`src/rtl/mult_div_unit.sv`:
```
// Iterative MIPS multiply/divide unit: one shift-add or restoring shift-subtract
// step per cycle, fixed WIDTH-cycle latency, result committed to HI/LO at the end.
module mult_div_unit #(
   parameter int WIDTH = 32
) (
   input  logic             clk,
   input  logic             rst,
   input  logic             start,
   input  logic [1:0]       op,
   input  logic [WIDTH-1:0] rs_data,
   input  logic [WIDTH-1:0] rt_data,
   input  logic             mt_hi,
   input  logic             mt_lo,
   input  logic [WIDTH-1:0] mt_data,
   output logic             busy,
   output logic             done,
   output logic [WIDTH-1:0] hi,
   output logic [WIDTH-1:0] lo
);

   localparam int CW = $clog2(WIDTH);

   localparam logic [0:0] S_IDLE = 1'b0;
   localparam logic [0:0] S_CALC = 1'b1;

   logic [0:0]       r_state;
   logic [CW-1:0]    r_count;
   logic             r_is_mul;
   logic             r_neg_res;
   logic             r_neg_rem;
   logic             r_div0;
   logic [WIDTH-1:0] r_acc;
   logic [WIDTH-1:0] r_q;
   logic [WIDTH-1:0] r_b;
   logic [WIDTH-1:0] r_hi;
   logic [WIDTH-1:0] r_lo;
   logic             r_done;

   // op[0]=0 selects the signed flavour (MULT/DIV); op[1]=1 selects divide.
   logic             w_rs_neg;
   logic             w_rt_neg;
   logic [WIDTH-1:0] w_rs_mag;
   logic [WIDTH-1:0] w_rt_mag;

   assign w_rs_neg = ~op[0] & rs_data[WIDTH-1];
   assign w_rt_neg = ~op[0] & rt_data[WIDTH-1];
   assign w_rs_mag = w_rs_neg ? -rs_data : rs_data;
   assign w_rt_mag = w_rt_neg ? -rt_data : rt_data;

   // Multiply step: r_acc holds the running upper half, r_q shifts the
   // multiplier out at the bottom while product bits enter at the top.
   logic [WIDTH-1:0] w_add;
   logic [WIDTH:0]   w_sum;
   logic [WIDTH-1:0] w_mul_acc;
   logic [WIDTH-1:0] w_mul_q;

   assign w_add     = r_q[0] ? r_b : '0;
   assign w_sum     = {1'b0, r_acc} + {1'b0, w_add};
   assign w_mul_acc = w_sum[WIDTH:1];
   assign w_mul_q   = {w_sum[0], r_q[WIDTH-1:1]};

   // Divide step: shift the next dividend bit into the partial remainder.
   // When the trial subtraction succeeds the true difference is below the
   // divisor, so the modular WIDTH-bit difference is exact.
   logic [WIDTH:0]   w_rem_sh;
   logic             w_ge;
   logic [WIDTH-1:0] w_diff;
   logic [WIDTH-1:0] w_div_acc;
   logic [WIDTH-1:0] w_div_q;

   assign w_rem_sh  = {r_acc, r_q[WIDTH-1]};
   assign w_ge      = (w_rem_sh >= {1'b0, r_b});
   assign w_diff    = w_rem_sh[WIDTH-1:0] - r_b;
   assign w_div_acc = w_ge ? w_diff : w_rem_sh[WIDTH-1:0];
   assign w_div_q   = {r_q[WIDTH-2:0], w_ge};

   logic [WIDTH-1:0]   w_acc_nxt;
   logic [WIDTH-1:0]   w_q_nxt;
   logic [2*WIDTH-1:0] w_prod;
   logic [2*WIDTH-1:0] w_prod_fix;
   logic [WIDTH-1:0]   w_quo;
   logic [WIDTH-1:0]   w_rem;
   logic [WIDTH-1:0]   w_res_hi;
   logic [WIDTH-1:0]   w_res_lo;
   logic               w_last;

   assign w_acc_nxt  = r_is_mul ? w_mul_acc : w_div_acc;
   assign w_q_nxt    = r_is_mul ? w_mul_q   : w_div_q;

   // A zero divisor naturally leaves the dividend as remainder; only the
   // quotient needs forcing, since sign correction would otherwise alter it.
   assign w_prod     = {w_acc_nxt, w_q_nxt};
   assign w_prod_fix = r_neg_res ? -w_prod : w_prod;
   assign w_quo      = r_div0 ? '1 : (r_neg_res ? -w_q_nxt : w_q_nxt);
   assign w_rem      = r_neg_rem ? -w_acc_nxt : w_acc_nxt;
   assign w_res_hi   = r_is_mul ? w_prod_fix[2*WIDTH-1:WIDTH] : w_rem;
   assign w_res_lo   = r_is_mul ? w_prod_fix[WIDTH-1:0]       : w_quo;
   assign w_last     = (r_count == CW'(WIDTH - 1));

   // NOTE: all state uses non-blocking assignments so every register samples
   // pre-edge values of the others, independent of statement order.
   always_ff @(posedge clk or posedge rst) begin
      if (rst) begin
         r_state   <= S_IDLE;
         r_count   <= '0;
         r_is_mul  <= 1'b0;
         r_neg_res <= 1'b0;
         r_neg_rem <= 1'b0;
         r_div0    <= 1'b0;
         r_acc     <= '0;
         r_q       <= '0;
         r_b       <= '0;
         r_hi      <= '0;
         r_lo      <= '0;
         r_done    <= 1'b0;
      end else begin
         r_done <= 1'b0;
         case (r_state)
            S_IDLE: begin
               if (start) begin
                  r_is_mul  <= ~op[1];
                  r_neg_res <= w_rs_neg ^ w_rt_neg;
                  r_neg_rem <= w_rs_neg;
                  r_div0    <= op[1] & (rt_data == '0);
                  r_acc     <= '0;
                  r_q       <= op[1] ? w_rs_mag : w_rt_mag;
                  r_b       <= op[1] ? w_rt_mag : w_rs_mag;
                  r_count   <= '0;
                  r_state   <= S_CALC;
               end else begin
                  if (mt_hi) r_hi <= mt_data;
                  if (mt_lo) r_lo <= mt_data;
               end
            end
            S_CALC: begin
               r_acc   <= w_acc_nxt;
               r_q     <= w_q_nxt;
               r_count <= r_count + CW'(1);
               if (w_last) begin
                  r_hi    <= w_res_hi;
                  r_lo    <= w_res_lo;
                  r_done  <= 1'b1;
                  r_state <= S_IDLE;
               end
            end
            default: r_state <= S_IDLE;
         endcase
      end
   end

   assign busy = (r_state == S_CALC);
   assign done = r_done;
   assign hi   = r_hi;
   assign lo   = r_lo;

endmodule

```
`config.mk`:
```
export PLATFORM = sky130hd
export DESIGN_NAME = mult_div_unit
export DESIGN_NICKNAME = d
export VERILOG_FILES = /design/src/rtl/mult_div_unit.sv
export SDC_FILE = /design/constraint.sdc
export NUM_CORES = 1
export LEC_CHECK = 0
export BUFFER_PORTS_ARGS = -buffer_cell sky130_fd_sc_hd__buf_2
export CORE_ASPECT_RATIO = 1.25
export CORE_UTILIZATION = 55
export DETAILED_ROUTE_END_ITERATION = 8
export GPL_ROUTABILITY_DRIVEN = 0
export PLACE_DENSITY = 0.73
export SYNTH_ARGS = -nofsm -noshare
export SYNTH_HDL_FRONTEND = slang
export SYNTH_SLANG_ARGS = --single-unit
```
`constraint.sdc`:
```
create_clock -name clk -period 12.9 [get_ports clk]
set_input_delay 1.935 -clock clk [delete_from_list [all_inputs] [get_ports clk]]
set_output_delay 1.935 -clock clk [all_outputs]
set_load 0.02 [all_outputs]
```
==> run metrics, run 1 <==
status=finished with violations; violated checks=DRC; H-Tree Depth=4; critical-path cell list=ha_1, a21oi_1, o21ai_1, a21oi_1, o211ai_2, a21oi_4, buf_4, nor2_1, a211oi_1, a21oi_1, inv_1, ha_1, nand4b_1, nor4_1, nand2b_1, a31o_2, mux2i_1, nand2_1; post-DR wirelength/cell=22.1 um; Ys Warns=0; Routed WL=59.4 mm; Pre-antenna DRT Iters=8; Post-CTS Setup Repair Bufs=0; crit-path most repeated cell=a21oi_1; io pins=169; setup violators final=0; Setup CP Type=reg -> reg; DRC Markers=1; post-DP HPWL=45.4 mm; crit share post-route=0.450; CTS max path bufs=2; Yosys cell types=91; Row Count=70; CP Max Fanout=27; largest net degree at the start of global routing=110; CP required=13,230 ps; Syn Nets=2,384; port bufs=168; slowest cell on the critical path=nor4_1; share of the yosys chip area belonging to registers=0.260; asr flop ratio synth=1.00; first-pass GRT wire length=91.3 mm; clock sink count=171; Slew HR=0.176; CTS resizes=0; Worst Skew=20.8 ps; post-detailed-route via-to-cell ratio=6.58; clock root buffer=clkbuf_16; Buf/Inv on CP=2; Tightest Pin Transition=1230 ps; die area=0.0307 mm^2; CP Launch Type=flop; vias=17,716; CP delay by family, top=compound AO/OA/AOI/OAI gates; CTS Hold Bufs=0; register bit total from synthesis=171; fmax=0.172 GHz; GRT Total Usage=0.393; top_reg_cell synth=dfrtp_1; setup ws final=7090 ps; Pins Over Slew Limit=0; Cell Area, Synth=0.0165 mm^2; initial DRC count=1,856; Syn Inst Count=2,209; Congestion Overflow GR=0; antenna cells=0; share of layout cells above drive strength 1=0.116; Syn Area/Cell=7.46 um^2; Reg clk slew, reported paths=70 ps; Max Cap Viol=0; core area=0.0293 mm^2; initial antenna violation count=0; cts bufs inserted=17; Die Span X=157 um; max incr delay on CP=820 ps; Skew-Pair Late Insertion Delay=460 ps; fin nets=2,460; final-report hold violation count=0; CP endpoint kind=flop; Post-synth EDFFs=0; CTS tree=yes; area delta synth->final=9.23%; crit path time final=5810 ps; Setup TNS=0 ps; dpl ws=7520 ps; Die Span Y=196 um; starting density of the core=0.562; RSZ-0062 raised after global routing=no; vias in the first global route=16,438; Worst Hold Class=reg -> reg; Final ANT Viol Nets=0; CP Data Arrival Time=6140 ps
-- worst reg2reg max path: cells and delay by family (launching register included) --
| kind | cells | cell delay, ps |
|---|---|---|
| AOI/OAI and AO/OA | 8 | 2410 |
| buffers and inverters | 2 | 540 |
| adders and majority gates | 2 | 650 |
| DFF | 1 | 490 |
| muxes | 1 | 240 |
| and+or+nand+nor | 5 | 1360 |
-- logic make-up after synthesis --
family / after synthesis / synth area share
and+or+nand+nor: 796 / 0.227
AOI/OAI and AO/OA: 756 / 0.292
adders and majority gates: 72 / 0.0555
buffers and inverters: 208 / 0.0514
DFF: 171 / 0.260
muxes: 63 / 0.0386
xor gates and xnor gates: 143 / 0.0760
-- placed cells by master (no fill, tap or decap), types with 7 or more instances in the layout --
cell / count
nand4_1: 21
nor4_1: 18
a211oi_1: 64
xnor2_1: 78
clkbuf_16: 17
o31a_1: 10
o21ai_1: 7
inv_1: 70
nor3_1: 53
mux2i_1: 60
buf_4: 21
nor3b_1: 8
or4_1: 8
and2_1: 45
a21boi_0: 7
a31o_2: 8
or2_2: 10
ha_1: 70
o21ai_0: 202
nor2b_1: 21
and3_1: 24
o21a_1: 15
nor2_1: 194
a21oi_1: 192
a21o_1: 27
a211o_1: 11
or3_1: 27
o31ai_1: 31
o22ai_1: 27
nand3_1: 31
a31oi_1: 33
o2111ai_1: 7
xor2_1: 65
nand2b_1: 18
buf_2: 168
dfrtp_1: 169
o221ai_1: 13
o211ai_1: 32
nand2_1: 292
-- metrics by stage --
stage,cells,hold WS (ps),instance area [um^2],utilization
after detailed placement,2662,462,17400,0.594
after CTS,2694,478,18000,0.614
after global placement,2662,462,17400,0.594
after floorplan,2209,443,16500,-
after global routing,2694,508,18000,0.614
final,2694,473,18000,0.614
-- final cells by class --
type	instances	area [um^2]
well taps	396	495
repair buffers	189	998
clock inverters	14	143
fillers	2765	11300
inverters	76	290
flip-flops and latches	171	4290
clock buffers	18	429
multi-input cells	1830	11400
-- sequential cells by signal (all words and copies together) (netlist names) --
signal and count:
busy 1, done 1, hi 32, lo 32, r_acc 32, r_b 32
r_count 5, r_div0 1, r_is_mul 1, r_neg_rem 1, r_neg_res 1, r_q 32
-- per-layer routing --
metal  part of all wire  vias to the layer above  GRT usage
met5                  0                        -          0
met4              0.085                        0      0.292
met3              0.079                      263     0.0679
met2               0.46                      938      0.629
met1               0.38                     8331      0.469
li1                   -                     8184          -
-- cells in the mapped netlist (60+ instances only) --
library cell  instances  area, um^2
mux2i_1              60         601
nor2_1              195         732
a21oi_1             193         966
ha_1                 70         876
o21ai_0             202        1010
xnor2_1              78         683
a211oi_1             64         480
xor2_1               65         569
inv_1                71         267
nand2_1             292        1100
dfrtp_1             171        4280
clkbuf_1             88         330
-- final timing paths --
kind,start,end,slack [ps],cells past startpoint
max,r_acc[9],hi[12],7090,18
min,hi[11],hi[11],470,2
max reg2reg,r_acc[9],hi[12],7090,18
min reg2reg,hi[11],hi[11],470,2
max in group asynchronous,rst,r_is_mul,9990,3
min in group asynchronous,rst,hi[25],1550,2
Power of run 1 is left out: the tool's default activity adds up to more than one toggle a clock period on the data nets, which glitch-free logic cannot reach.
==> run 2, diff against run 1 <==
PLACE_DENSITY = 0.76   (was 0.73)
clock period = 4.87 ns   (was 12.9 ns; I/O delays follow)
==> run metrics, run 2 (same netlist as run 1, synthesis figures left out) <==
status=completed; critical-path cell list=buf_4, ha_1, nor2b_1, o211ai_2, a31o_2, o211ai_4, a21oi_4, buf_4, buf_4, buf_4, a311o_1, or3_4, or4_4, a21oi_2, xnor2_1, a211oi_2; CTS max path bufs=2 (unchanged); Max Cap Viol=0 (unchanged); post-DP HPWL=46.8 mm (+3.0%); dpl ws=200 ps (-7320 ps); port bufs=168 (unchanged); area delta synth->final=12.7%; largest net degree at the start of global routing=172 (+56%); first-pass GRT wire length=97.6 mm (+6.9%); Buf/Inv on CP=4 (+2); crit path time final=4740 ps (-1070 ps); fin nets=2,518 (+2.4%); Pre-antenna DRT Iters=7 (-1); final-report hold violation count=0 (unchanged); CTS tree=yes; crit-path most repeated cell=buf_4; starting density of the core=0.562 (unchanged); max incr delay on CP=570 ps (-250 ps); Slew HR=0.208 (+0.0319); Worst Skew=20.5 ps (-0.280 ps); CP delay by family, top=compound AO/OA/AOI/OAI gates; clock sink count=171 (unchanged); Pins Over Slew Limit=0 (unchanged); Congestion Overflow GR=0 (unchanged); most common cell after layout, fill and taps aside=nand2_1; Worst Hold Class=in -> async; share of layout cells above drive strength 1=0.143 (+0.0273); io pins=169 (unchanged); CP Data Arrival Time=5100 ps (-1040 ps); CP endpoint kind=flop; Met3 Routed Length=6.58 mm (+40%); vias in the first global route=17,043 (+3.7%); CP Max Fanout=9 (-67%); H-Tree Depth=4 (unchanged); post-detailed-route via-to-cell ratio=6.67 (+1.4%); Setup CP Type=reg -> reg; Die Span Y=196 um (unchanged); setup violators final=0 (unchanged); vias=18,361 (+3.6%); clock root buffer=clkbuf_16; Skew-Pair Late Insertion Delay=460 ps (about the same); Final ANT Viol Nets=0 (unchanged); CP Launch Type=flop; post-DR wirelength/cell=23.0 um (+4.4%); setup ws final=132 ps (-6960 ps); slowest cell on the critical path=a311o_1; core area=0.0293 mm^2 (unchanged); met1 wire length=22.8 mm (+1.9%); initial antenna violation count=6 (+6); met2 WL=28.1 mm (+2.7%); commonest non-fill, non-tap cells in the layout=292 x nand2_1, 202 x o21ai_0, 194 x nor2_1; Tightest Pin Transition=1170 ps (-61.9 ps); fmax=0.211 GHz (+23%); cts bufs inserted=17 (unchanged); Routed WL=63.4 mm (+6.7%); DRC Markers=0 (-1); die area=0.0307 mm^2 (unchanged); final hold slack=486 ps (+12.2 ps); Reg clk slew, reported paths=80 ps (about the same); Row Count=70 (unchanged); crit share post-route=0.973 (+0.523); Die Span X=157 um (unchanged); GRT Total Usage=0.422 (+0.0297); initial DRC count=2,168 (+17%); CP required=5230 ps (-8000 ps); highest layer used for signal routing=met5
==> run 2: layout make-up <==
cell class | instances | area [um^2]
inverter | 76 | 289
clock inverter | 14 | 176
antenna | 2 | 5.00
timing repair buffer | 247 | 1460
sequential | 171 | 4290
multi-input combinational | 1830 | 11400
fill | 2630 | 10800
tap | 396 | 495
clock buffer | 18 | 439
==> run 2: per-layer routing <==
layer | up-vias | GRT usage
li1 | 8307 | -
met1 | 8497 | 0.504
met2 | 1211 | 0.646
met3 | 342 | 0.101
met4 | 4 | 0.337
met5 | - | 0
==> run 2: final timing paths <==
kind | startpoint | to | slack [ps] | depth (start not counted)
max reg2reg | r_acc[0] | hi[19] | 130 | 16
max in group asynchronous | rst | r_is_mul | 3390 | 3
min in group clk | lo[18] | lo[18] | 490 | 2
max | r_acc[0] | hi[19] | 130 | 16
min | rst | lo[28] | 490 | 3
min reg2reg | lo[18] | lo[18] | 490 | 2
==> run 2: stage by stage <==
| step | cell area (um^2) | cells | util | setup TNS [ps] |
|---|---|---|---|---|
| 3_5_place_dp | 17800 | 2712 | 0.608 | 0 |
| 2_1_floorplan | 16500 | 2209 | - | 0 |
| 4_1_cts | 18500 | 2744 | 0.629 | 0 |
| 3_3_place_gp | 17800 | 2712 | 0.608 | 0 |
| 5_1_grt | 18600 | 2753 | 0.633 | -19.5 |
| 6_report | 18600 | 2754 | 0.633 | 0 |
==> run 2: tightest hold or removal path: stages <==
cell,delay (ps)
buf_2,110
clkinvlp_4,70
buf_12,580
==> run 2: repair_timing <==
item | 4_1_cts | 5_1_grt
hold buffers | 0 | 0
setup buffers | 0 | 8
setup endpoints to repair | 0 | 19
gates resized for setup | 0 | 16
Power of run 2 is left out for the same reason.
